$ cat src/rtl/uart_loader.sv
// Boot loader: assembles little-endian words from a UART byte stream into imem, then dmem,
// then releases the CPU. Optional trailing checksum word enabled by LOADER_CHECKSUM_EN.
module uart_loader #(
    parameter int IMEM_ENTRIES = 4096,
    parameter int DMEM_ENTRIES = 4096,
    parameter int IMEM_AW      = $clog2(IMEM_ENTRIES),
    parameter int DMEM_AW      = $clog2(DMEM_ENTRIES)
) (
    input  logic               clk_i,
    input  logic               rst_i,
    input  logic               rvalid_i,
    output logic               rready_o,
    input  logic [7:0]         rdata_i,
    output logic               imem_we_o,
    output logic [IMEM_AW-1:0] imem_addr_o,
    output logic [31:0]        imem_wdata_o,
    output logic               dmem_we_o,
    output logic [DMEM_AW-1:0] dmem_addr_o,
    output logic [31:0]        dmem_wdata_o,
    output logic               cpu_rst_o,
    output logic               done_o,
    output logic               err_o
);

    // One spare bit so the index never wraps before reaching its terminal value.
    localparam int WW = ((IMEM_AW > DMEM_AW) ? IMEM_AW : DMEM_AW) + 1;
    localparam logic [WW-1:0] IMEM_LAST = WW'(IMEM_ENTRIES - 1);
    localparam logic [WW-1:0] DMEM_LAST = WW'(DMEM_ENTRIES - 1);

    typedef enum logic [1:0] {
        ST_IMEM = 2'd0,
        ST_DMEM = 2'd1,
`ifdef LOADER_CHECKSUM_EN
        ST_CSUM = 2'd2,
`endif
        ST_DONE = 2'd3
    } state_t;

    state_t        state_r, state_nxt_s;
    logic [1:0]    lane_r, lane_nxt_s;
    logic [23:0]   part_r, part_nxt_s;
    logic [WW-1:0] widx_r, widx_nxt_s;
    logic          xfer_s;
    logic          imem_we_s;
    logic          dmem_we_s;
    logic [31:0]   word_s;
`ifdef LOADER_CHECKSUM_EN
    logic          csum_done_s;
    logic [31:0]   sum_r;
`endif

    // Next-state, lane/index advance and write-strobe decode.
    always_comb begin
        state_nxt_s = state_r;
        lane_nxt_s  = lane_r;
        part_nxt_s  = part_r;
        widx_nxt_s  = widx_r;
        imem_we_s   = 1'b0;
        dmem_we_s   = 1'b0;
`ifdef LOADER_CHECKSUM_EN
        csum_done_s = 1'b0;
`endif
        xfer_s      = rvalid_i & rready_o;
        word_s      = {rdata_i, part_r};
        if (xfer_s) begin
            lane_nxt_s = lane_r + 2'd1;
            // Shift right so the first byte ends up in the least significant lane.
            part_nxt_s = {rdata_i, part_r[23:8]};
            if (lane_r == 2'd3) begin
                case (state_r)
                    ST_IMEM: begin
                        imem_we_s = 1'b1;
                        if (widx_r == IMEM_LAST) begin
                            widx_nxt_s  = {WW{1'b0}};
                            state_nxt_s = ST_DMEM;
                        end else begin
                            widx_nxt_s  = widx_r + WW'(1);
                        end
                    end
                    ST_DMEM: begin
                        dmem_we_s = 1'b1;
                        if (widx_r == DMEM_LAST) begin
                            widx_nxt_s  = {WW{1'b0}};
`ifdef LOADER_CHECKSUM_EN
                            state_nxt_s = ST_CSUM;
`else
                            state_nxt_s = ST_DONE;
`endif
                        end else begin
                            widx_nxt_s  = widx_r + WW'(1);
                        end
                    end
`ifdef LOADER_CHECKSUM_EN
                    ST_CSUM: begin
                        csum_done_s = 1'b1;
                        state_nxt_s = ST_DONE;
                    end
`endif
                    default: begin
                        state_nxt_s = state_r;
                    end
                endcase
            end else begin
                state_nxt_s = state_r;
            end
        end else begin
            lane_nxt_s = lane_r;
        end
    end

    // State, datapath and registered outputs.
    always_ff @(posedge clk_i) begin
        if (rst_i) begin
            state_r      <= ST_IMEM;
            lane_r       <= 2'd0;
            part_r       <= 24'd0;
            widx_r       <= {WW{1'b0}};
            imem_we_o    <= 1'b0;
            imem_addr_o  <= {IMEM_AW{1'b0}};
            imem_wdata_o <= 32'd0;
            dmem_we_o    <= 1'b0;
            dmem_addr_o  <= {DMEM_AW{1'b0}};
            dmem_wdata_o <= 32'd0;
            rready_o     <= 1'b1;
            cpu_rst_o    <= 1'b1;
            done_o       <= 1'b0;
        end else begin
            state_r   <= state_nxt_s;
            lane_r    <= lane_nxt_s;
            part_r    <= part_nxt_s;
            widx_r    <= widx_nxt_s;
            imem_we_o <= imem_we_s;
            dmem_we_o <= dmem_we_s;
            if (imem_we_s) begin
                imem_addr_o  <= widx_r[IMEM_AW-1:0];
                imem_wdata_o <= word_s;
            end
            if (dmem_we_s) begin
                dmem_addr_o  <= widx_r[DMEM_AW-1:0];
                dmem_wdata_o <= word_s;
            end
            rready_o  <= (state_nxt_s != ST_DONE);
            cpu_rst_o <= (state_nxt_s != ST_DONE);
            done_o    <= (state_nxt_s == ST_DONE);
        end
    end

`ifdef LOADER_CHECKSUM_EN
    // Running sum of every written word and the sticky checksum verdict.
    always_ff @(posedge clk_i) begin
        if (rst_i) begin
            sum_r <= 32'd0;
            err_o <= 1'b0;
        end else begin
            if (imem_we_s || dmem_we_s) begin
                sum_r <= sum_r + word_s;
            end
            if (csum_done_s) begin
                err_o <= (word_s != sum_r);
            end
        end
    end
`else
    assign err_o = 1'b0;
`endif

endmodule

$ cat config.mk
export PLATFORM = sky130hd
export DESIGN_NAME = uart_loader
export DESIGN_NICKNAME = d
export VERILOG_FILES = /design/src/rtl/uart_loader.sv
export SDC_FILE = /design/constraint.sdc
export NUM_CORES = 1
export LEC_CHECK = 0
export CORE_UTILIZATION = 54
export DETAILED_ROUTE_END_ITERATION = 16
export PLACE_DENSITY = 0.85
export RECOVER_POWER = 100
export SETUP_SLACK_MARGIN = 0.15
export SLEW_MARGIN = 20
export SYNTH_ARGS = -nofsm -noshare
export SYNTH_HDL_FRONTEND = slang
export SYNTH_SLANG_ARGS = --single-unit
$ cat constraint.sdc
create_clock -name clk_i -period 5.3 [get_ports clk_i]
set_clock_uncertainty 0.1 [all_clocks]
set_input_delay 0.53 -clock clk_i [delete_from_list [all_inputs] [get_ports clk_i]]
set_output_delay 0.53 -clock clk_i [all_outputs]
set_load 0.02 [all_outputs]
* Word-level counts from Yosys, hierarchy flattened *
Cells that the tools add are included.

operators by class
  add/subtract/negate cells = 2
  multipliers = 0
  divide/modulo/power cells = 0
  $lt $le $gt $ge = 0
  eq/ne operators = 5
  shift operators = 0
  muxes and demuxes = 12
  bitwise logic cells = 1
  reduce and logical (&&, ||, !) cells = 3

operators by type and width
  operator               count
  $add 13x1->13 const B  1
  $eq 13x12->1 const B   1
  $mux 13                1
  $mux 2                 4
  $mux 1                 6
  $eq 2x2->1 const B     2
  $pmux 2 s2             1
  $reduce_and 3->1       1
  $add 2x1->2 const B    1
  $eq 2x1->1 const B     1
  $logic_not 2->1        1
  $ne 2x2->1 const B     1
  $reduce_or 2->1        1
  $and 1x1->1            1

word-level totals
  register bits = 133
  latch bits = 0
  memory bits (writable) = 0
  memory bits (read-only) = 0
  output and inout bits = 94
  logic and storage cells = 35
  memories kept = 0

* Depth between registers and ports, before layout *
  depth in word-level cells = 6
  mapped depth = 8
  depth with buffers taken out = 5

* Worst setup path before layout *
Ideal clock, no wire load.

  kind = input port to flip-flop
  from = input port rvalid_i
  to = register state_r[1]
  data arrival time = 1468 ps
  setup slack = 3605 ps
  stages on the path = 7
  cells stage by stage = and4b_1 buf_4 and2_1 buf_4 buf_4 a21oi_1 nor2_1

on the way
  longest elaborated chain between the ends = 2

RTL lines
  item                  line  RTL
  from (decl)           11    input logic rvalid_i,
  $and 1x1->1           63    xfer_s = rvalid_i & rready_o;
  $mux 2                65    if (xfer_s) begin
  to (signal assigned)  128   state_r <= state_nxt_s;
  to (decl)             39    state_t state_r, state_nxt_s;

Every way passes these cells.
A chain may end at the register's enable or synchronous reset.

* Final worst setup path *
  from = input port rvalid_i
  to = register imem_wdata_o[1]

on the way
  longest elaborated chain between the ends = 2

RTL lines
  item                  line  RTL
  $and 1x1->1           63
  $mux 1                65
  to (signal assigned)  136   imem_wdata_o <= word_s;
  to (decl)             16    output logic [31:0] imem_wdata_o,

Every way passes these cells.

==> results.sh <==
export IMPL_die_area_mm2=0.009196
export IMPL_hp_class="register to register"
export IMPL_finalSetupViolations=0
export IMPL_firstDrtPassIters=4
export IMPL_syn_nets=602
export IMPL_p_leak_nw=2.392
export IMPL_netlist_area_mm2=0.004761
export IMPL_worst_pin_slew_ps=1844
export IMPL_grt_pass1_wl_mm=18.86
export IMPL_die_h_um=95.90
export IMPL_htreeDepth=4
export IMPL_ant_nets=0
export IMPL_die_x_um=95.90
export IMPL_rows=33
export IMPL_register_area_mm2=0.002663
export IMPL_crit_type="primary input to register"
export IMPL_clkTransAtPathRegs_ps=60
export IMPL_finalMaxSlewViolations=92
export IMPL_drc=0
export IMPL_cp_end_kind="register"
export IMPL_placed_cell_area_mm2=0.005734
export IMPL_seq_power_share_pct=46.2
export IMPL_cts_setup_buffers=0
export IMPL_synthCells=589
export IMPL_hpwl_mm=7.074
export IMPL_setup_tns_ps=0
export IMPL_layout_drive_gt1_share_pct=5.580
export IMPL_final_cell_area_mm2=0.006301
export IMPL_wl_per_cell_um=15.08
export IMPL_area_delta_synth_final_pct=32.35
export IMPL_cts_tree="yes"
export IMPL_use_met1_pct=33.88
export IMPL_clockRootBuffer="clkbuf_8"
export IMPL_power_density_mw_per_mm2=349.4
export IMPL_ys_types=30
export IMPL_rsz0062_at_grt="false"
export IMPL_r2r_setup_slack_ps=2490
export IMPL_synth_seq_cells=133
export IMPL_grt_pass1_vias=3932
export IMPL_p_comb_share_pct=2.4
export IMPL_seq_area_frac_synth_pct=55.93
export IMPL_clkSinkCount=133
export IMPL_vias=4295
export IMPL_grt_util_all_layers_pct=27.08
export IMPL_insertion_delay_ps=510
export IMPL_nFillCells=568
export IMPL_io_buffer_count=103
export IMPL_crit_fanout=45
export IMPL_hold_buffers=0
export IMPL_maxCapViolCount=2
export IMPL_grt_busiest_layer="met2"
export IMPL_routed_via_density=5.457
export IMPL_startpoint_type="primary input"
export IMPL_fin_crit_sh_pct=55.38
export IMPL_fp_coreArea_mm2=0.008382
export IMPL_cp_data_arrival_time_ps=3260
export IMPL_antenna_found_initial=0
export IMPL_routed_wl_mm=11.87
export IMPL_violations="max-capacitance violations, max-slew violations"
export IMPL_p_sw_uw=493.4
export IMPL_synth_edf_count=0
export IMPL_io_pins=105
export IMPL_synth_flop_cell="dfxtp_1"
export IMPL_fin_crit_ps=2935
export IMPL_placed_cells=754
export IMPL_intPower_mw=1.709
export IMPL_cp_required_ps=5630
export IMPL_grt_max_degree=125
export IMPL_clockBufferDepth=2
export IMPL_cts_buffers=17
export IMPL_async_reset_ff_share_pct=0
export IMPL_grt_overflow_total=0
export IMPL_ir_drop_uv=240.9
export IMPL_swShare_pct=22.41
export IMPL_cts_resized=0
export IMPL_multiInputGateArea_mm2=0.001877
export IMPL_synth_avg_cell_area_um2=8.083
export IMPL_hold_viol=0
export IMPL_instances_no_fill=787
export IMPL_outcome="complete, but fails checks"
export IMPL_p_clk_share_pct=51.4
export IMPL_layout_nets=681
export IMPL_start_util_pct=56.80
export IMPL_gp_congestion=0.7868
export IMPL_drt_iter0_drc=335
export IMPL_met3_usage_pct=9.084
export IMPL_use_met2_pct=44.05
export IMPL_max_slew_margin_pct=-22.92
export IMPL_ys_warn_count=0
export IMPL_max_freq_mhz=340.7
power by group through the flow:
| stage | registers [mW] | logic [mW] | clock network (mW) |
|---|---|---|---|
| final | 1.02 | 0.0526 | 1.13 |
| after global routing | 1.02 | 0.0578 | 1.19 |
| after CTS | 1.02 | 0.0524 | 1.14 |
| after detailed placement | 1.04 | 0.0515 | 0 |
| after floorplan | 1.04 | 0.0347 | 0 |
| after global placement | 1.04 | 0.0502 | 0 |
layout make-up:
cell class | instances | share of cell area, %
diodes | 1 | 0.03971
inverters | 2 | 0.1191
clock buffers | 18 | 6.791
clock inverters | 14 | 2.423
well taps | 105 | 2.085
flip-flops and latches | 133 | 42.26
repair buffers | 104 | 16.50
multi-input cells | 410 | 29.79
critical path: stages:
cell and delay (ps):
dlygate4sd3_1 610, and4b_1 370, nand2b_1 1330, nand2_1 170, a21oi_1 240
cell usage in the layout (no fill, tap or decap), drive strengths merged:
cell	instances
dlygate4sd3	94
nor2	19
nand4b	1
a21oi	116
dfxtp	133
nor3b	2
a21o	1
and4b	1
nor4	5
nor3	4
clkinv	2
bufinv	2
clkdlybuf4s50	8
xor2	2
nand2b	2
nand4	4
and2	2
xnor2	10
inv	5
ha	2
conb	1
nand2	233
diode	1
clkbuf	18
clkinvlp	7
buf	2
nand3	3
or3b	1
a2bb2oi	1
metrics by stage:
step	hold WS, ps	util (%)	setup slack (ps)	total power [mW]
6_report	350.1	75.18	2365	2.202
5_1_grt	367.6	75.15	2220	2.267
4_1_cts	355.8	75.34	2931	2.208
3_5_place_dp	347.7	68.41	2438	1.091
3_3_place_gp	341.2	68.41	2564	1.089
2_1_floorplan	340.0	-	3605	1.072
registers in the layout (all words and copies together), names as in the netlist:
register,flops
dmem_wdata_o,32
imem_wdata_o,32
widx_r,13
dmem_addr_o,12
imem_addr_o,12
done_o,1
imem_we_o,1
state_r,2
cpu_rst_o,1
lane_r,2
dmem_we_o,1
part_r,24
kinds of logic after synthesis:
kind of cell,count (synthesis),synth area share [%]
AO/OA/AOI/OAI,118,12.62
XOR/XNOR,12,2.208
AND/OR/NAND/NOR,277,24.26
other,1,0.07877
buffers and inverters,46,4.389
adder cells (fa/ha/maj),2,0.5255
flip-flops,133,55.93
synthesized netlist by cell type, types with 2 or more instances:
cell | n | area share (%)
nor2_1 | 18 | 1.4
nor4_1 | 4 | 0.53
nand2_1 | 232 | 18
nand3_1 | 3 | 0.32
buf_1 | 5 | 0.39
buf_4 | 6 | 0.95
buf_2 | 11 | 1.2
nor3_1 | 4 | 0.42
clkbuf_1 | 22 | 1.7
dfxtp_1 | 133 | 56
xor2_1 | 2 | 0.37
inv_1 | 2 | 0.16
a21oi_1 | 115 | 12
nor3b_1 | 2 | 0.32
ha_1 | 2 | 0.53
and2_1 | 2 | 0.26
nand2b_1 | 2 | 0.26
nand4_1 | 3 | 0.39
xnor2_1 | 10 | 1.8
per-layer routing:
layer  wire, um  up-vias
met2       5783      174
met3        896       20
met1       5007     2039
met5          0        -
li1           -     2062
met4        178        0
path summary, 6_finish.rpt:
| path | start | endpoint | cells after the start |
|---|---|---|---|
| worst max register to register | lane_r[0] | imem_wdata_o[1] | 5 |
| worst min register to register | imem_wdata_o[23] | imem_wdata_o[23] | 2 |
| worst max-delay path | rvalid_i | imem_wdata_o[1] | 5 |
| worst min-delay path | imem_wdata_o[23] | imem_wdata_o[23] | 2 |
Note: power is estimated with default switching activity, not from simulation.
